$ cat config.mk
export PLATFORM = sky130hd
export DESIGN_NAME = multicycle_control
export DESIGN_NICKNAME = d
export VERILOG_FILES = /design/src/rtl/multicycle_control.sv
export SDC_FILE = /design/constraint.sdc
export NUM_CORES = 1
export LEC_CHECK = 0
export CORE_UTILIZATION = 47
export CTS_CLUSTER_SIZE = 28
export DETAILED_ROUTE_END_ITERATION = 8
export GPL_TIMING_DRIVEN = 0
export PLACE_DENSITY = 0.84
export SLEW_MARGIN = 10
export SYNTH_ARGS = -nofsm -noshare
export SYNTH_HDL_FRONTEND = slang
export SYNTH_SLANG_ARGS = --single-unit
$ cat constraint.sdc
create_clock -name Clk -period 2.3 [get_ports Clk]
set_input_delay 0.46 -clock Clk [delete_from_list [all_inputs] [get_ports Clk]]
set_output_delay 0.46 -clock Clk [all_outputs]
set_load 0.05 [all_outputs]
$ cat src/rtl/multicycle_control.sv
// Multi-cycle MIPS main controller: sequences fetch/decode/execute/memory/writeback
// and drives datapath selects and strobes, with a timed handshake to unified memory.
module multicycle_control #(
    parameter int MEM_TIMEOUT = 16,
    parameter int CNT_W       = 5
) (
    input  logic       Clk,
    input  logic       Reset_n,
    input  logic [5:0] Opcode,
    input  logic       MemReady,
    input  logic       Stall,
    output logic       PCWrite,
    output logic       PCWriteCond,
    output logic       IorD,
    output logic       MemRead,
    output logic       MemWrite,
    output logic       IRWrite,
    output logic       MemtoReg,
    output logic       RegDst,
    output logic       RegWrite,
    output logic       ALUSrcA,
    output logic [1:0] ALUSrcB,
    output logic [1:0] ALUOp,
    output logic [1:0] PCSource,
    output logic       BusError,
    output logic       IllegalOp
);

    typedef enum logic [3:0] {
        ST_IDLE   = 4'd0,
        ST_FETCH  = 4'd1,
        ST_DECODE = 4'd2,
        ST_MEMADR = 4'd3,
        ST_MEMRD  = 4'd4,
        ST_MEMWB  = 4'd5,
        ST_MEMWR  = 4'd6,
        ST_REXEC  = 4'd7,
        ST_RWB    = 4'd8,
        ST_IEXEC  = 4'd9,
        ST_IWB    = 4'd10,
        ST_BRANCH = 4'd11,
        ST_JUMP   = 4'd12,
        ST_ERR    = 4'd13
    } state_t;

    localparam logic [CNT_W-1:0] CNT_LAST = CNT_W'(MEM_TIMEOUT - 1);
    localparam logic [5:0]       OP_SW    = 6'b101011;

    function automatic state_t decode_op(input logic [5:0] op);
        case (op)
            6'b000000:                      decode_op = ST_REXEC;
            6'b100011, 6'b101011:           decode_op = ST_MEMADR;
            6'b000100:                      decode_op = ST_BRANCH;
            6'b000010:                      decode_op = ST_JUMP;
            6'b001000, 6'b001001, 6'b001100, 6'b001101,
            6'b001110, 6'b001010, 6'b001011: decode_op = ST_IEXEC;
            default:                        decode_op = ST_ERR;
        endcase
    endfunction

    state_t           state_r;
    state_t           next_raw_s;
    state_t           next_state_s;
    logic [CNT_W-1:0] cnt_r;
    logic [CNT_W-1:0] cnt_step_s;
    logic [CNT_W-1:0] cnt_next_s;
    logic             timeout_raw_s;
    logic             timeout_s;
    logic             hold_s;
    logic             bus_err_r;
    logic             accept_s;

    // Next-state and wait-counter logic; a stall freezes everything except IDLE and ERR.
    always_comb begin
        next_raw_s    = state_r;
        cnt_step_s    = cnt_r;
        timeout_raw_s = 1'b0;
        hold_s        = Stall && (state_r != ST_IDLE) && (state_r != ST_ERR);
        case (state_r)
            ST_IDLE:   next_raw_s = ST_FETCH;
            ST_FETCH, ST_MEMRD, ST_MEMWR: begin
                if (MemReady) begin
                    if (state_r == ST_FETCH) begin
                        next_raw_s = ST_DECODE;
                    end else if (state_r == ST_MEMRD) begin
                        next_raw_s = ST_MEMWB;
                    end else begin
                        next_raw_s = ST_FETCH;
                    end
                end else if (cnt_r == CNT_LAST) begin
                    next_raw_s    = ST_ERR;
                    timeout_raw_s = 1'b1;
                end else begin
                    cnt_step_s = cnt_r + CNT_W'(1);
                end
            end
            ST_DECODE: next_raw_s = decode_op(Opcode);
            ST_MEMADR: begin
                if (Opcode == OP_SW) begin
                    next_raw_s = ST_MEMWR;
                end else begin
                    next_raw_s = ST_MEMRD;
                end
            end
            ST_MEMWB:  next_raw_s = ST_FETCH;
            ST_REXEC:  next_raw_s = ST_RWB;
            ST_RWB:    next_raw_s = ST_FETCH;
            ST_IEXEC:  next_raw_s = ST_IWB;
            ST_IWB:    next_raw_s = ST_FETCH;
            ST_BRANCH: next_raw_s = ST_FETCH;
            ST_JUMP:   next_raw_s = ST_FETCH;
            ST_ERR:    next_raw_s = ST_FETCH;
            default:   next_raw_s = ST_IDLE;
        endcase

        timeout_s = timeout_raw_s && !hold_s;
        if (hold_s) begin
            next_state_s = state_r;
            cnt_next_s   = cnt_r;
        end else if (next_raw_s != state_r) begin
            next_state_s = next_raw_s;
            cnt_next_s   = '0;
        end else begin
            next_state_s = next_raw_s;
            cnt_next_s   = cnt_step_s;
        end
    end

    // State, wait counter and the ERR-cause flag (timeout vs. illegal opcode).
    always_ff @(posedge Clk or negedge Reset_n) begin
        if (!Reset_n) begin
            state_r   <= ST_IDLE;
            cnt_r     <= '0;
            bus_err_r <= 1'b0;
        end else begin
            state_r   <= next_state_s;
            cnt_r     <= cnt_next_s;
            bus_err_r <= timeout_s;
        end
    end

    assign accept_s = MemReady && !Stall;

    // Output decode from the state register; fetch strobes also need an accepted transfer.
    always_comb begin
        PCWrite     = 1'b0;
        PCWriteCond = 1'b0;
        IorD        = 1'b0;
        MemRead     = 1'b0;
        MemWrite    = 1'b0;
        IRWrite     = 1'b0;
        MemtoReg    = 1'b0;
        RegDst      = 1'b0;
        RegWrite    = 1'b0;
        ALUSrcA     = 1'b0;
        ALUSrcB     = 2'b00;
        ALUOp       = 2'b00;
        PCSource    = 2'b00;
        BusError    = 1'b0;
        IllegalOp   = 1'b0;
        case (state_r)
            ST_IDLE: begin
            end
            ST_FETCH: begin
                MemRead = 1'b1;
                ALUSrcB = 2'b01;
                IRWrite = accept_s;
                PCWrite = accept_s;
            end
            ST_DECODE: ALUSrcB = 2'b11;
            ST_MEMADR: begin
                ALUSrcA = 1'b1;
                ALUSrcB = 2'b10;
            end
            ST_MEMRD: begin
                MemRead = 1'b1;
                IorD    = 1'b1;
            end
            ST_MEMWB: begin
                RegWrite = 1'b1;
                MemtoReg = 1'b1;
            end
            ST_MEMWR: begin
                MemWrite = 1'b1;
                IorD     = 1'b1;
            end
            ST_REXEC: begin
                ALUSrcA = 1'b1;
                ALUOp   = 2'b10;
            end
            ST_RWB: begin
                RegWrite = 1'b1;
                RegDst   = 1'b1;
            end
            ST_IEXEC: begin
                ALUSrcA = 1'b1;
                ALUSrcB = 2'b10;
                ALUOp   = 2'b11;
            end
            ST_IWB:    RegWrite = 1'b1;
            ST_BRANCH: begin
                ALUSrcA     = 1'b1;
                ALUOp       = 2'b01;
                PCWriteCond = 1'b1;
                PCSource    = 2'b01;
            end
            ST_JUMP: begin
                PCWrite  = 1'b1;
                PCSource = 2'b10;
            end
            ST_ERR: begin
                BusError  = bus_err_r;
                IllegalOp = !bus_err_r;
            end
            default: begin
            end
        endcase
    end

endmodule
* After elaboration in Yosys (flattened, before gate mapping) *
Cells that the tools add are included.
W data, S select, Z words.

word-level totals
  bits in registers = 10
  bits of input ports = 10
  logic and storage cells = 84

cells by class
  $add $sub $neg = 1
  eq/ne operators = 29
  multiplexer cells = 29
  bitwise logic cells = 1
  reductions and logical operators = 21

operators with widths
  operator               number
  $eq A6 B4 Y1 const B   7
  $eq A4 B4 Y1 const B   6
  $pmux W4 S6            1
  $mux W5                4
  $pmux W4 S5            1
  $eq A4 B3 Y1 const B   4
  $mux W1                14
  $reduce_or A7 Y1       2
  $eq A6 B6 Y1 const B   2
  $pmux W2 S3            2
  $eq A4 B2 Y1 const B   2
  $mux W4                2
  $reduce_or A2 Y1       4
  $eq A6 B2 Y1 const B   1
  $eq A6 B3 Y1 const B   1
  $logic_not A6 Y1       1
  $mux W3                2
  $reduce_or A3 Y1       2
  $add A5 B1 Y5 const B  1
  $eq A5 B4 Y1 const B   1
  $eq A4 B1 Y1 const B   1
  $logic_and A1 B1 Y1    4
  $logic_not A4 Y1       1
  $ne A2 B1 Y1 const B   2
  11 further kinds       13

* Longest topological paths before layout *
  depth in word-level cells = 8
  depth in mapped cells = 8
  gate-level depth less buffers = 8

* Worst setup path before layout *
Ideal clock, no wire load.

  path kind = reg2out
  start point = register state_r[3]
  end point = output MemWrite
  arrival = 2.400 ns
  data required time = 1.840 ns
  path slack = -0.560 ns
  cell stages (with the launch flop) = 4
  cell sequence = dfrtp_1 > buf_2 > nor3b_1 > and2_1

on the way
  cells in the longest elaborated chain, start to end = 2

ends and longest elaborated chain
  element                 line  text
  start, declared         61    state_t state_r;
  start signal, assigned  136   state_r <= next_state_s;
  $eq A4 B3 Y1            161   case (state_r)
  $mux W1                 161
  end, declared           16    output logic MemWrite,

No other way between the ends.

* Final worst setup path *
  start point = input Stall
  end point = output PCWrite

on the way
  cells in the longest elaborated chain, start to end = 3

ends and longest elaborated chain
  element              line  text
  start, declared      11    input logic Stall,
  $logic_not A1 Y1     142   assign accept_s = MemReady && !Stall;
  $logic_and A1 B1 Y1  142
  $pmux W1 S2          161
  end, declared        12    output logic PCWrite,

No other way between the ends.

==> flow_summary.toml <==
[detailed_routing]
vias = 1032
via_per_inst = 5.70
drt-initial-drc-count = 24
drt-pass1-iter-count = 4
wire_per_inst_um = 14.1
drc = 0
drt_wl_total_mm = 2.56
drtAntennaViolNets = 0

[setup_path]
critPathRequiredTime_ns = 1.84
ff2ff_path_depth = 8
worstSetupPathType = "input pin to primary output"
worstReg2RegStart = "cnt_r[0]"
path_delay_family = "buffers and inverters"
critPathLaunchType = "input pin"
crit_buf_inv = 2
path_cells = "clkdlybuf4s50_1 -> nor4b_4 -> or2_1 -> clkbuf_4"
cp.depth = 4
worstSetupStartpoint = "Stall"
slowest_delay_ns = 0.57
cp-end-kind = "primary output"
worst-path-max-fanout = 6
r2r_slack_ns = 0.39
worstSetupEndpoint = "PCWrite"
arrival_ns = 1.73
cp_slowest_cell = "clkdlybuf4s50_1"
r2r_end = "state_r[2]"

[pwr]
seqPwrFrac_pct = 14.9
p_per_area_nw_per_um2 = 1360
clkPwrFrac_pct = 9.2
internal-power_w = 0.000725
power_leakage_nw = 0.564
p_sw_share_pct = 57.4
switchingPower_w = 0.000977
peakVddDrop_mv = 0.812
total_power_w = 0.00170
power_frac_comb_pct = 75.9

[timing]
rsz0062_at_grt = "no"
period_share_pct = 95.4
hold_viol = 0
setup_violations = 0
skew_ns = 0.00317
setup_ws_ns = 0.106
max_slew_margin_pct = 67.7
slew_viol_final = 0
fmax_mhz = 456
tightestPinTransition_ns = 0.487
period_needed_ns = 2.19

[finish]
post_route_cells_drive_above_1_share_pct = 28.8
instances_no_fill = 181
fin_area_sq_um = 1250
ff_latch_area_sq_um = 250
nets = 169
nFillCells = 163
antenna_cells = 0
syn2layout_area_growth_pct = 30.7
multi_input_area_sq_um = 658

[global_route]
grt_overflow_total = 0
grt_pass1_vias = 936
grt_use_total_pct = 24.6
grt_max_degree = 11
grt_pass1_wl_mm = 3.79
grt_antenna_before_repair = 0

[clock_network]
cts_tree = "done"
cts_buffers = 3
cts_htree_levels = 1
cts.sinks = 10
cts_resized = 38
clkTransAtPathRegs_ns = 0.06
clockBufferDepth = 2
post_cts_buffers = 0
clk_latency_ns = 0.27
cts_hold_buf = 0
cts_root_buf = "clkbuf_4"

[synth]
synth.top_cell.area_share_pct = 26.2
ys_ff_latch = 10
synth_area_sq_um = 955
yosys_warnings = 0
synthFlopType = "dfrtp_1"
postSynth.asyncResetShare_pct = 100
synth.avg_cell_area_sq_um = 7.64
syn_nets = 137
synth_cells = 125
synth-seq-area-share_pct = 26.2
yosys.area.top_type = "dfrtp_1"
synth-edff-count = 0
synth_cell_types = 43
synth.area.top_cells = "dfrtp_1, nor2_1, nor3_1"

[placement]
dpl_cell_area_sq_um = 1280
dp_hpwl_mm = 1.99
io_buffer_count = 27
dp.cells = 177
dp_worst_setup_slack_ns = -0.475
gp_congestion = 0.852

[min_path]
worstHoldPathType = "input pin to async pin"

[floorplanning]
coreArea_sq_um = 1820
rows = 15
start_util_pct = 52.4
pin_count = 28
die-width_um = 47.1
die_y_um = 47.1
die-area_sq_um = 2220

[job]
drv_cap = 0

[status]
status = "complete, no violations"
## layout make-up
class	count	share of cell area [%]
plain buffers	8	4.11
clock buffers	4	2.91
inverters	6	1.81
multi-input cells	101	52.8
flip-flops and latches	10	20.1
well taps	25	2.51
repair buffers	27	15.8
## logic make-up (layout without fill, tap and decap cells)
| family | Yosys count | in the layout | share of synthesized area, % |
|---|---|---|---|
| AO/OA/AOI/OAI | 35 | 35 | 25.6 |
| XOR/XNOR | 1 | 1 | 0.918 |
| adder cells (fa/ha/maj) | 2 | 2 | 2.62 |
| buffers and inverters | 14 | 45 | 7.60 |
| flip-flops | 10 | 10 | 26.2 |
| multiplexers | 1 | 1 | 1.05 |
| AND/OR/NAND/NOR | 62 | 62 | 36.0 |
## per-layer routing
layer | track usage (%) | share of wire [%]
met1 | 26.6 | 40
met2 | 46.9 | 53
met3 | 3.46 | 5.3
met4 | 10.9 | 1.4
met5 | 0 | 0
## worst min-delay path by stage
| stage | end |
|---|---|
| final | cnt_r[2] |
| after global routing | cnt_r[3] |
| after CTS | cnt_r[3] |
| after detailed placement | cnt_r[3] |
| after global placement | cnt_r[3] |
| after floorplan | bus_err_r |
## flip-flops by register name, indices dropped and copies added (netlist names)
register and flops:
bus_err_r 1, state_r 4, cnt_r 5
## cell usage after synthesis, drive strengths merged, types with 2 or more instances
cell / n
a21oi: 11
a31oi: 3
and2: 2
and3: 2
buf: 7
dfrtp: 10
ha: 2
inv: 6
nand2: 11
nand2b: 8
nand3: 2
nor2: 16
nor2b: 2
nor3: 10
nor3b: 2
nor4b: 2
o21a: 2
o21ai: 9
o22ai: 2
o31ai: 2
or2: 3
## power by group through the flow
stage	logic, W	clock network [W]	registers (W)
finish	0.00129	0.000156	0.000254
global route	0.00137	0.000171	0.000258
CTS	0.00131	0.000161	0.000253
detailed placement	0.00135	0	0.000256
global placement	0.00133	0	0.000253
floorplan	0.00101	0	0.000248
## layout by cell type (no fill, tap or decap), drive strengths merged, types with 3 or more instances in the layout
master,synthesis,routed
nand2,11,11
a21oi,11,11
clkbuf,1,16
or2,3,3
o21ai,9,9
dfrtp,10,10
inv,6,6
buf,7,11
nor3,10,10
nor2,16,16
a31oi,3,3
clkdlybuf4s50,0,9
nand2b,8,8
## metrics by stage
step	utilization, %	hold WS, ns	TNS (ns)
floorplan	-	0.164	-0.144
global placement	70.3	0.481	-1.24
detailed placement	70.3	0.477	-1.40
CTS	72.0	0.492	0
global route	68.5	0.501	0
finish	68.5	0.497	0
Note: power is estimated with default switching activity, not from simulation.
